<file path="src/rtl/sram_wb_responder.sv">
// sram_wb_responder: Wishbone B4 classic slave driving a 1RW OpenRAM-style macro port.
module sram_wb_responder #(
  parameter int ADDR_W       = 10,
  parameter int RAM_ADDR_W   = 8,
  parameter int DEPTH        = 256,
  parameter int READ_LATENCY = 1
) (
  input  logic                  clk,
  input  logic                  reset,
  input  logic                  wb_stb_i,
  input  logic                  wb_cyc_i,
  input  logic                  wb_we_i,
  input  logic [3:0]            wb_sel_i,
  input  logic [ADDR_W-1:0]     wb_addr_i,
  input  logic [31:0]           wb_dat_i,
  output logic                  wb_ack_o,
  output logic [31:0]           wb_dat_o,
  output logic                  ram_csb0,
  output logic                  ram_web0,
  output logic [3:0]            ram_wmask0,
  output logic [RAM_ADDR_W-1:0] ram_addr0,
  output logic [31:0]           ram_din0,
  input  logic [31:0]           ram_dout0
);
  typedef enum logic [1:0] {IDLE, ACCESS, WAIT, ACK} state_t;
  state_t                state_q, state_d;
  logic                  ack_q, ack_d, csb_q, csb_d, web_q, web_d;
  logic [31:0]           dat_q, dat_d, din_q, din_d;
  logic [3:0]            wmask_q, wmask_d;
  logic [RAM_ADDR_W-1:0] addr_q, addr_d;
  logic [2:0]            cnt_q, cnt_d;
  logic                  req, oor;
  assign req = wb_stb_i & wb_cyc_i;
  assign oor = {1'b0, wb_addr_i} >= (ADDR_W+1)'(DEPTH);
  // web_q stays low only during ACCESS of a write, so it doubles as the write flag there
  always_comb begin
    state_d = state_q;
    ack_d   = 1'b0;
    dat_d   = dat_q;
    csb_d   = 1'b1;
    web_d   = 1'b1;
    wmask_d = '0;
    addr_d  = addr_q;
    din_d   = din_q;
    cnt_d   = cnt_q;
    case (state_q)
      IDLE: if (req) begin
        if (oor || (wb_we_i && wb_sel_i == 4'h0)) begin
          state_d = ACK;
          ack_d   = 1'b1;
          dat_d   = (oor && !wb_we_i) ? '0 : dat_q;
        end else begin
          state_d = ACCESS;
          csb_d   = 1'b0;
          web_d   = ~wb_we_i;
          wmask_d = wb_we_i ? wb_sel_i : 4'h0;
          addr_d  = wb_addr_i[RAM_ADDR_W-1:0];
          din_d   = wb_dat_i;
        end
      end
      ACCESS: begin
        state_d = !wb_cyc_i ? IDLE : (!web_q ? ACK : WAIT);
        ack_d   = wb_cyc_i && !web_q;
        cnt_d   = 3'(READ_LATENCY - 1);
      end
      WAIT: if (!wb_cyc_i) state_d = IDLE;
      else if (cnt_q == 3'd0) begin
        state_d = ACK;
        ack_d   = 1'b1;
        dat_d   = ram_dout0;
      end else cnt_d = cnt_q - 3'd1;
      default: state_d = IDLE;
    endcase
  end
  always_ff @(posedge clk or posedge reset) begin
    if (reset) begin
      state_q <= IDLE;
      ack_q   <= 1'b0;
      dat_q   <= '0;
      csb_q   <= 1'b1;
      web_q   <= 1'b1;
      wmask_q <= '0;
      addr_q  <= '0;
      din_q   <= '0;
      cnt_q   <= '0;
    end else begin
      state_q <= state_d;
      ack_q   <= ack_d;
      dat_q   <= dat_d;
      csb_q   <= csb_d;
      web_q   <= web_d;
      wmask_q <= wmask_d;
      addr_q  <= addr_d;
      din_q   <= din_d;
      cnt_q   <= cnt_d;
    end
  end
  assign wb_ack_o   = ack_q;
  assign wb_dat_o   = dat_q;
  assign ram_csb0   = csb_q;
  assign ram_web0   = web_q;
  assign ram_wmask0 = wmask_q;
  assign ram_addr0  = addr_q;
  assign ram_din0   = din_q;
endmodule

</file>
<file path="config.mk">
export PLATFORM = sky130hd
export DESIGN_NAME = sram_wb_responder
export DESIGN_NICKNAME = d
export VERILOG_FILES = /design/src/rtl/sram_wb_responder.sv
export SDC_FILE = /design/constraint.sdc
export NUM_CORES = 1
export LEC_CHECK = 0
export ABC_CLOCK_PERIOD_IN_PS = 6800
export BUFFER_PORTS_ARGS = -buffer_cell sky130_fd_sc_hd__buf_2
export CELL_PAD_IN_SITES_DETAIL_PLACEMENT = 1
export CELL_PAD_IN_SITES_GLOBAL_PLACEMENT = 1
export CORE_MARGIN = 3
export CORE_UTILIZATION = 40
export CTS_BUF_LIST = sky130_fd_sc_hd__clkbuf_2
export DETAILED_ROUTE_END_ITERATION = 7
export PLACE_DENSITY_LB_ADDON = 0.25
export SLEW_MARGIN = 30
export SYNTH_ARGS = -nofsm -noshare
export SYNTH_HDL_FRONTEND = slang
export SYNTH_SLANG_ARGS = --single-unit
</file>
<file path="constraint.sdc">
create_clock -name clk -period 6.8 [get_ports clk]
set_input_delay 1.36 -clock clk [delete_from_list [all_inputs] [get_ports clk]]
set_output_delay 1.36 -clock clk [all_outputs]
set_load 0.05 [all_outputs]
</file>
Yosys cells after proc, flatten, opt, wreduce, memory -nomap -nowiden --
Index checks and enable logic that the tools add are counted.
Word-level totals: word-level logic and storage cells 68, register bits 84, output and inout port bits 79, bits of input ports 83
Operators by class: reduce and logical (&&, ||, !) cells 15, bitwise gates (word level) 3, order comparisons 1, equal/unequal tests 9, $add $sub $neg 1, muxes and demuxes 30
Operators with widths (count):
- 2-to-1 mux 32 bit | 5
- one-hot mux 32 bit (2 select lines) | 1
- 2-to-1 mux 4 bit | 4
- inequality test 2 bit (second input constant) | 6
- greater-or-equal comparator 10 x 9 -> 1 bit (second input constant) | 1
- 2-to-1 mux 1 bit | 10
- 2-to-1 mux 2 bit | 5
- 2-to-1 mux 3 bit | 2
- one-hot mux 2 bit (3 select lines) | 1
- one-hot mux 3 bit (2 select lines) | 1
- AND reduction 3 bit | 2
- AND reduction 6 bit | 1
- zero test 4 bit | 1
- nonzero test 2 bit | 2
- logical AND 1 bit | 3
- zero test 3 bit | 1
- inequality test 3 bit (second input constant) | 1
- one-hot mux 1 bit (3 select lines) | 1
- subtractor 3 x 1 -> 3 bit (second input constant) | 1
- == test 2 x 1 -> 1 bit (second input constant) | 1
- == test 2 bit (second input constant) | 1
- zero test 1 bit | 2
- zero test 2 bit | 1
- inverter 1 bit | 2
- 3 further kinds | 3

Logic depth before layout (Yosys ltp) --
word-level depth 6, gate-level depth with buffers 7, gate-level depth less buffers 5

Least setup slack after synthesis --
OpenSTA, ideal clock, no wires.
path type input port to flip-flop, start point input port wb_addr_i[8], end point register addr_q[0] (netlist: ram_addr0[0]), path buffers 1, arrival time 2492 ps, library setup time 125 ps, stages on the path 4, required time 6675 ps, path slack 4183 ps, cells stage by stage or2_2 -> a211oi_4 -> buf_6 -> mux2_2
On the way: cells in the longest elaborated chain, start to end 4
Ends and longest elaborated chain:
- from (decl) | line 14 | input logic [ADDR_W-1:0] wb_addr_i,
- greater-or-equal comparator 10 x 9 -> 1 bit | line 34 | assign oor = {1'b0, wb_addr_i} >= (ADDR_W+1)'(DEPTH);
- logical OR 1 bit | line 48 | if (oor || (wb_we_i && wb_sel_i == 4'h0)) begin
- inverter 1 bit (no line)
- AND reduction 3 bit (no line)
- to (signal assigned) | line 93 | addr_q <= addr_d;
- to (decl) | line 30 | logic [RAM_ADDR_W-1:0] addr_q, addr_d;
No other way between the ends. A chain may end at the register's enable or synchronous reset.

Worst setup path in the final report --
start point input port wb_cyc_i, end point register din_q[5] (netlist: ram_din0[5])
On the way: cells in the longest elaborated chain, start to end 2
Ends and longest elaborated chain:
- from (decl) | line 11 | input logic wb_cyc_i,
- bitwise AND 1 bit | line 33 | assign req = wb_stb_i & wb_cyc_i;
- AND reduction 3 bit (no line)
- to (signal assigned) | line 94 | din_q <= din_d;
- to (decl) | line 28 | logic [31:0] dat_q, dat_d, din_q, din_d;
No other way between the ends.

==> qor.yml <==
outcome: "complete, no violations"
hold_path_class: "flip-flop to flip-flop"
crit_chain: "buf_2 -> nand4bb_4 -> a211oi_4 -> buf_4 -> mux2_2"
ys_warn_count: 0
die_x_um: 104
ff2ff_path_depth: 6
synth_cell_type_count: 34
rsz0062_at_grt: "no"
cts_resized: 0
p_leak_uw: 0.00224
finalSetupTns_ns: 0
die-area_sq_um: 10800
regToRegStartpoint: "cnt_q[0]"
firstDrtPassIters: 4
vias: 3177
grt-ovfl-total: 0
cp.arrival_ns: 3.25
n_antenna_cell: 0
io_buffers: 161
finalMaxSlewViolations: 0
cp-startpoint: "wb_cyc_i"
grt_pass1_wl_mm: 17.6
fillers: 1102
syn_area_sq_um: 3840
critPathTopFamily: "buffers and inverters"
drv_cap: 0
finalInstanceArea_sq_um: 4820
grt_pass1_vias: 3389
tightest_slew_ns: 0.863
critPathCapture: "ram_din0[5]"
via_per_inst: 5.22
syn_nets: 411
ant_nets: 0
drt_iter0_drc: 96
ir_drop_mv: 0.275
worst-setup-path-type: "primary input to flip-flop"
cp-end-kind: "flip-flop"
final_cell_mix: "buf_2 (161), dfrtp_1 (82), nand3_1 (65), mux2_2 (40)"
post-cts-setup-buffer-count: 0
critPathRequiredTime_ns: 7.20
start_util_pct: 41.3
relSlewSlack_pct: 42.4
clkTransAtPathRegs_ns: 0.21
antenna_found_initial: 0
clock_sinks: 84
gp_congestion: 0.694
die_h_um: 104
worst-path-max-fanout: 41
post_drt_wl_per_cell_um: 17.1
rows: 35
fin_worst_skew_ns: 0.0311
crit_cells: 5
power_density_nw_per_um2: 550
setup_viol: 0
dp_hpwl_mm: 7.43
clk_latency_ns: 0.51
critPathBufInv: 2
hold_viol_final: 0
fin_crit_sh_pct: 42.0
max_freq_mhz: 350
synth.avg_cell_area_sq_um: 11.8
layout-drive-gt1-share_pct: 48.5
slowest_stage: "buf_2"
cp_slowest_stage_delay_ns: 0.56
fin_crit_ns: 2.86
grt_use_total_pct: 19.9
reg2reg_slack_ns: 4.54
tritoncts: "built"
ios: 162
hold_start: "cnt_q[0]"
cts.hold.buffers_added: 0
synthCells: 326
final_common_cell: "buf_2"
ctsRootBufferMaster: "clkbuf_2"
htreeDepth: 3
hold_depth: 1
ys_ff_latch: 84
critPathLaunchType: "primary input"
drt_wl_total_mm: 10.4
cts_buffers: 9
timing.rr.end: "state_q[1]"
core_area_sq_um: 9280
dpl-instance-area_sq_um: 4730
nets: 560
grt_max_degree: 50
syn2layout_area_growth_pct: 25.5
clockBufferDepth: 2
ys_seq_area_share_pct: 54.8
drc_errors: 0
[how the worst min path moves through the flow]
stage,to,slack [ns]
after global routing,cnt_q[0],0.52
after detailed placement,cnt_q[0],0.47
after global placement,cnt_q[0],0.46
final,cnt_q[0],0.49
after floorplan,cnt_q[0],0.45
after CTS,cnt_q[0],0.50
[power by group]
| group | internal, uW | switching, uW |
|---|---|---|
| clock | 47.0 | 173 |
| combinational | 426 | 1140 |
| sequential | 724 | 144 |
| total | 1200 | 1450 |
[cells by family (layout without fill, tap and decap cells)]
kind of cell    count (synthesis)  count (layout)  share of synthesized area [%]
fa+ha+maj                       2               2                          0.652
compound gates                 43              43                           8.48
simple gates                  119             119                           19.1
buf+inv                        35             189                           4.43
mux                            43              43                           12.5
flops                          84              84                           54.8
[per-stage QoR]
step / total power, uW / setup slack (ns) / util, % / hold WS [ns] / std cells
floorplan: 2070 / 3.28 / - / 0.445 / 326
global placement: 2420 / 3.42 / 50.9 / 0.464 / 593
detailed placement: 2470 / 3.40 / 50.9 / 0.475 / 593
CTS: 2690 / 4.00 / 51.9 / 0.498 / 609
global route: 2820 / 3.87 / 51.9 / 0.521 / 609
finish: 2650 / 3.94 / 51.9 / 0.492 / 609
[final cells by class]
class	instances	area (sq um)	area share [%]
Inverter	5	20.0	0.416
Sequential cell	84	2100	43.7
Clock buffer	9	45.0	0.935
Tap cell	129	161	3.35
Timing Repair Buffer	168	858	17.8
Clock inverter	7	42.5	0.883
Multi-Input combinational cell	207	1590	32.9
[metal layers]
metal  vias to the layer above  part of all wire (%)  GRT usage (%)
met2                       104                    52           34.8
met5                         -                     0              0
met4                         0                   1.1           6.08
li1                       1489                     -              -
met3                        10                   6.0           4.41
met1                      1574                    41           24.5
[cell usage after synthesis]
library cell  instances  area, sq um
dfrtp_1              82         2050
nand3_1              65          325
mux2_2               40          450
nand3b_1             32          240
o211ai_1             32          240
clkbuf_1             19         71.3
buf_2                 7         35.0
inv_1                 5         18.8
nand2_1               5         18.8
and2_1                4         25.0
buf_6                 4         45.0
mux2i_1               3         30.0
o21ai_0               3         15.0
dfstp_2               2         52.6
ha_1                  2         25.0
nand2b_1              2         12.5
or2_2                 2         12.5
a211oi_1              1         7.51
a211oi_4              1         20.0
a21oi_1               1         5.00
and3_1                1         6.26
nand4_1               1         6.26
nand4bb_1             1         11.3
nand4bb_4             1         27.5
nor2_1                1         3.75
nor2b_1               1         6.26
nor3_1                1         5.00
nor4_4                1         21.3
nor4bb_1              1         10.0
o21ai_1               1         5.00
o21ba_2               1         10.0
o21bai_1              1         7.51
o22ai_1               1         6.26
o2bb2ai_1             1         8.76
[registers in the layout, summed over array words and instances (netlist names)]
| name | cells |
|---|---|
| ram_wmask0 | 4 |
| ram_addr0 | 8 |
| state_q | 2 |
| ram_din0 | 32 |
| cnt_q | 3 |
| wb_ack_o | 1 |
| ram_web0 | 1 |
| wb_dat_o | 32 |
| ram_csb0 | 1 |
Note: power is estimated with default switching activity, not from simulation.
